==> config.mk <==
export PLATFORM = sky130hd
export DESIGN_NAME = anim_pattern_bank
export DESIGN_NICKNAME = d
export VERILOG_FILES = /design/src/rtl/anim_pattern_bank.sv
export SDC_FILE = /design/constraint.sdc
export NUM_CORES = 1
export LEC_CHECK = 0
export CAP_MARGIN = 30
export CORE_UTILIZATION = 40
export CTS_CLUSTER_DIAMETER = 40
export CTS_CLUSTER_SIZE = 8
export DETAILED_ROUTE_END_ITERATION = 8
export REMOVE_ABC_BUFFERS = 1
export SLEW_MARGIN = 20
export SYNTH_ARGS = -nofsm -noshare
export SYNTH_HDL_FRONTEND = slang
export SYNTH_SLANG_ARGS = --single-unit
==> constraint.sdc <==
create_clock -name clock -period 9.6 [get_ports clock]
set_input_delay 1.44 -clock clock [delete_from_list [all_inputs] [get_ports clock]]
set_output_delay 1.44 -clock clock [all_outputs]
set_load 0.01 [all_outputs]
==> src/rtl/anim_pattern_bank.sv <==
// ============================================================================
// Module   : anim_pattern_bank
// Brief    : Run-time writable multi-frame LED pattern store with a playback
//            sequencer; optional LOOP_MODE_EN adds a wrap-around loop input.
// Revision : 1.0 - initial release
// ============================================================================
`default_nettype none

module anim_pattern_bank #(
    parameter int COLS        = 8,
    parameter int ROWS        = 8,
    parameter int FRAMES      = 4,
    parameter int HOLD_CYCLES = 1000,
    localparam int RW = (ROWS > 1) ? $clog2(ROWS) : 1,
    localparam int FW = (FRAMES > 1) ? $clog2(FRAMES) : 1,
    localparam int HW = (HOLD_CYCLES > 1) ? $clog2(HOLD_CYCLES) : 1
) (
    input  logic            clock,
    input  logic            reset,
    input  logic            start,
    input  logic            abort,
`ifdef LOOP_MODE_EN
    input  logic            loop,
`endif
    input  logic [RW-1:0]   indice,
    input  logic            wr_en,
    input  logic [FW-1:0]   wr_frame,
    input  logic [RW-1:0]   wr_row,
    input  logic [COLS-1:0] wr_data,
    output logic [COLS-1:0] coluna_sel,
    output logic            busy,
    output logic            done
);

    typedef enum logic [1:0] {
        IDLE = 2'd0,
        PLAY = 2'd1,
        DONE = 2'd2
    } state_t;

    state_t          state, state_nx;
    logic [FW-1:0]   frame_ptr, frame_nx;
    logic [HW-1:0]   hold_cnt, hold_nx;
    logic [COLS-1:0] mem [FRAMES][ROWS];

    logic rd_ok, wr_row_ok, wr_frame_ok;
    logic last_hold, last_frame, wrap;

    // Range checks collapse to constants when the index width exactly fits.
    generate
        if ((1 << RW) == ROWS) begin : g_row_full
            assign rd_ok     = 1'b1;
            assign wr_row_ok = 1'b1;
        end else begin : g_row_chk
            assign rd_ok     = (indice < RW'(ROWS));
            assign wr_row_ok = (wr_row < RW'(ROWS));
        end
        if ((1 << FW) == FRAMES) begin : g_frame_full
            assign wr_frame_ok = 1'b1;
        end else begin : g_frame_chk
            assign wr_frame_ok = (wr_frame < FW'(FRAMES));
        end
    endgenerate

`ifdef LOOP_MODE_EN
    assign wrap = loop;
`else
    assign wrap = 1'b0;
`endif

    assign last_hold  = (hold_cnt == HW'(HOLD_CYCLES - 1));
    assign last_frame = (frame_ptr == FW'(FRAMES - 1));

    always_comb begin
        state_nx = state;
        frame_nx = frame_ptr;
        hold_nx  = hold_cnt;
        case (state)
            IDLE: begin
                if (start && !abort) begin
                    state_nx = PLAY;
                    frame_nx = '0;
                    hold_nx  = '0;
                end
            end
            PLAY: begin
                if (abort) begin
                    state_nx = IDLE;
                    frame_nx = '0;
                    hold_nx  = '0;
                end else if (last_hold) begin
                    hold_nx = '0;
                    if (!last_frame) begin
                        frame_nx = frame_ptr + FW'(1);
                    end else if (wrap) begin
                        frame_nx = '0;
                    end else begin
                        state_nx = DONE;
                    end
                end else begin
                    hold_nx = hold_cnt + HW'(1);
                end
            end
            DONE: begin
                state_nx = IDLE;
                frame_nx = '0;
                hold_nx  = '0;
            end
            default: begin
                state_nx = IDLE;
                frame_nx = '0;
                hold_nx  = '0;
            end
        endcase
    end

    always_ff @(posedge clock or posedge reset) begin
        if (reset) begin
            state      <= IDLE;
            frame_ptr  <= '0;
            hold_cnt   <= '0;
            busy       <= 1'b0;
            done       <= 1'b0;
            coluna_sel <= '0;
        end else begin
            state      <= state_nx;
            frame_ptr  <= frame_nx;
            hold_cnt   <= hold_nx;
            busy       <= (state_nx == PLAY);
            done       <= (state_nx == DONE);
            coluna_sel <= (state == PLAY && rd_ok) ? mem[frame_ptr][indice] : '0;
        end
    end

    // Reset image is a growing bar: frame f lights rows 0..f.
    always_ff @(posedge clock or posedge reset) begin
        if (reset) begin
            for (int f = 0; f < FRAMES; f++) begin
                for (int r = 0; r < ROWS; r++) begin
                    mem[f][r] <= (r <= f) ? '1 : '0;
                end
            end
        end else if (wr_en && wr_frame_ok && wr_row_ok) begin
            mem[wr_frame][wr_row] <= wr_data;
        end
    end

endmodule

`default_nettype wire

==> qor.txt <==
root buf cell: clkbuf_16
post-cts gate resize count: 0
top cells by count, synth: mux2_2 (246), dfrtp_1 (200), dfstp_2 (80), mux4_2 (34), mux2i_1 (33)
Hold Violations, Final: 0
switching power: 886 uW
first-pass GRT wire length: 47.6 mm
clk slew on worst S/H paths: 0.05 ns
Finished Layout Cells: 1355
routed length per instance: 22.3 um
final setup fails: 0
Logic pwr share: 15.7%
post-synth top area cell: dfrtp_1
height of the chip: 184 um
Crit Path Class: in2reg
sequential power share: 43.6%
Max VDD drop: 0.134 mV
cts hold-fix bufs: 0
kind of start point of the critical path: input port
Pleak: 6.48 nW
GRT Resource Usage Total: 18.8%
Yosys top cell area share: 38.0%
area of the multi-input gates: 5680 sq um
Worst R2R Setup Slack: 6.70 ns
die width: 184 um
dpl cells: 1273
sequential share of the synthesized area: 53.9%
P_int: 2.69 mW
min-delay worst type: reg2reg
most common cell in the netlist: mux2_2
Initial Utilization: 40.6%
Slew @ Worst Pin: 1.13 ns
Crit. End Element: register
setup bufs post-CTS: 0
power per standard cell area: 236 nW/um^2
GRT overflow: 0
gpl congestion: 0.731
clock latency on the worst-skew pair: 0.53 ns
CTS Buf Count: 44
Net Sw Frac: 24.8%
slew margin rel.: 24.7%
Max Clock Skew: 0.0213 ns
num rows: 66
# IOs: 31
n_diodes: 0
drt total wl: 30.2 mm
Mapped Cells: 844
ys flop type: dfrtp_1
Worst EP arrival: 3.66 ns
status: finished, final reports clean
CTS tree: yes
Post-synth EDFFs: 0
Fill cells: 2884
Cell Area, Synth: 13200 sq um
DRC violations left: 0
Core ar.: 32500 sq um
Max clock buf depth: 3
YS warnings: 0
initial antenna violation count: 0
Period minus WS final: 3.29 ns
DP Wirelength: 18.5 mm
via count: 7412
Max Clk Rate: 0.304 GHz
vias in the first global route: 7810
Syn-to-layout area delta: 14.8%
Final Cycle Share: 34.3%
largest cells by area after synthesis: dfrtp_1 (38%), mux2_2 (21%), dfstp_2 (16%)
post-synth cell types: 56
Synth Area per Inst: 15.6 sq um
crit path max fanout: 54
largest net degree at the start of global routing: 182
Via density: 5.47
clock share of power: 40.7%
nets@finish: 900
1st-iter DRT viols: 351
Final ANT Viol Nets: 0
count of pins over their slew limit: 0
layout cells sized above 1: 50.8%
Die ar.: 33700 sq um
H-tree depth: 2
CP required: 9.97 ns
clk sink count: 280
unrepaired setup endpoints after global routing: false
Async SR Flop Fraction: 100%
Synth Register Bits: 280
Post-Route Setup TNS: 0 ns
Max-Cap Viols: 0
IO Port Bufs: 30
DRT Pass-1 Iters: 5
FF+latch area: 7110 sq um
Hold WS: 0.477 ns
[cells in the final DEF (no fill, tap or decap), types with 6 or more instances in the layout]
cell type / instances
a221oi_1: 6
buf_4: 13
a31oi_1: 9
mux2_1: 10
mux2_2: 246
nor2_1: 13
mux2i_1: 33
clkbuf_16: 44
a22oi_1: 8
nor2_2: 8
nand2_1: 28
a221o_1: 8
dfrtp_1: 199
clkdlybuf4s50_1: 29
clkbuf_1: 26
dfstp_2: 80
mux4_1: 22
mux4_2: 34
nand3_1: 6
o21ai_0: 11
[final timing paths]
path                               from             to  cells past startpoint
hold reg to reg                mem[135]       mem[135]                      1
setup reg to reg           frame_ptr[1]  coluna_sel[7]                      5
setup / recovery              indice[0]  coluna_sel[5]                      6
max in group asynchronous         reset        mem[78]                      3
hold / removal                 mem[135]       mem[135]                      1
min in group asynchronous         reset       mem[245]                      2
[final cells by class]
| cell class | instances | area share [%] |
|---|---|---|
| clock buffer | 75 | 8.37 |
| clock inverter | 7 | 0.595 |
| inverter | 6 | 0.207 |
| multi-input combinational | 502 | 37.5 |
| sequential | 280 | 47.0 |
| tap | 442 | 3.65 |
| timing repair buffer | 43 | 2.69 |
[routing by layer]
| layer | global-route usage [%] | wire length [um] | share of wire, % | vias to the layer above |
|---|---|---|---|---|
| li1 | - | - | - | 3258 |
| met5 | 0 | 0 | 0 | - |
| met1 | 26.8 | 14100 | 47 | 3991 |
| met2 | 29.8 | 14200 | 47 | 117 |
| met4 | 5.03 | 635 | 2.1 | 0 |
| met3 | 3.07 | 1210 | 4.0 | 46 |
[stage by stage]
step                      setup WS (ns)  power (mW)  instance area (sq um)  util, %
after CTS                          6.36        3.62                  15100     46.6
after detailed placement           5.81        2.15                  13800     42.5
final                              6.31        3.58                  15100     46.6
after global routing               6.25        3.74                  15100     46.6
after floorplan                   0.570        1.95                  12800        -
after global placement             5.80        2.13                  13800     42.5
[sequential cells by signal (all words and copies together), names as in the netlist]
register and count:
busy 1, coluna_sel 8, done 1, frame_ptr 2
hold_cnt 10, mem 256, state 2
[worst max-delay path, stage by stage]
cell and delay (ns):
buf_4 0.21, buf_4 0.75, mux4_2 0.60, mux2i_1 0.26
a221o_1 0.24, a31oi_1 0.05
[logic make-up after synthesis]
group	synth area share (%)
AOI/OAI and AO/OA	3.37
buffers and inverters	3.04
DFF	53.9
muxes	34.6
adders and majority gates	0.190
and+or+nand+nor	4.61
xor gates and xnor gates	0.332
[power groups by stage]
stage          registers [mW]  clock network, mW  logic [mW]
2_1_floorplan            1.55                  0       0.401
3_3_place_gp             1.57                  0       0.558
3_5_place_dp             1.58                  0       0.568
4_1_cts                  1.56               1.49       0.569
5_1_grt                  1.59               1.54       0.608
6_report                 1.56               1.46       0.560
(Power assumes the default switching activity.)
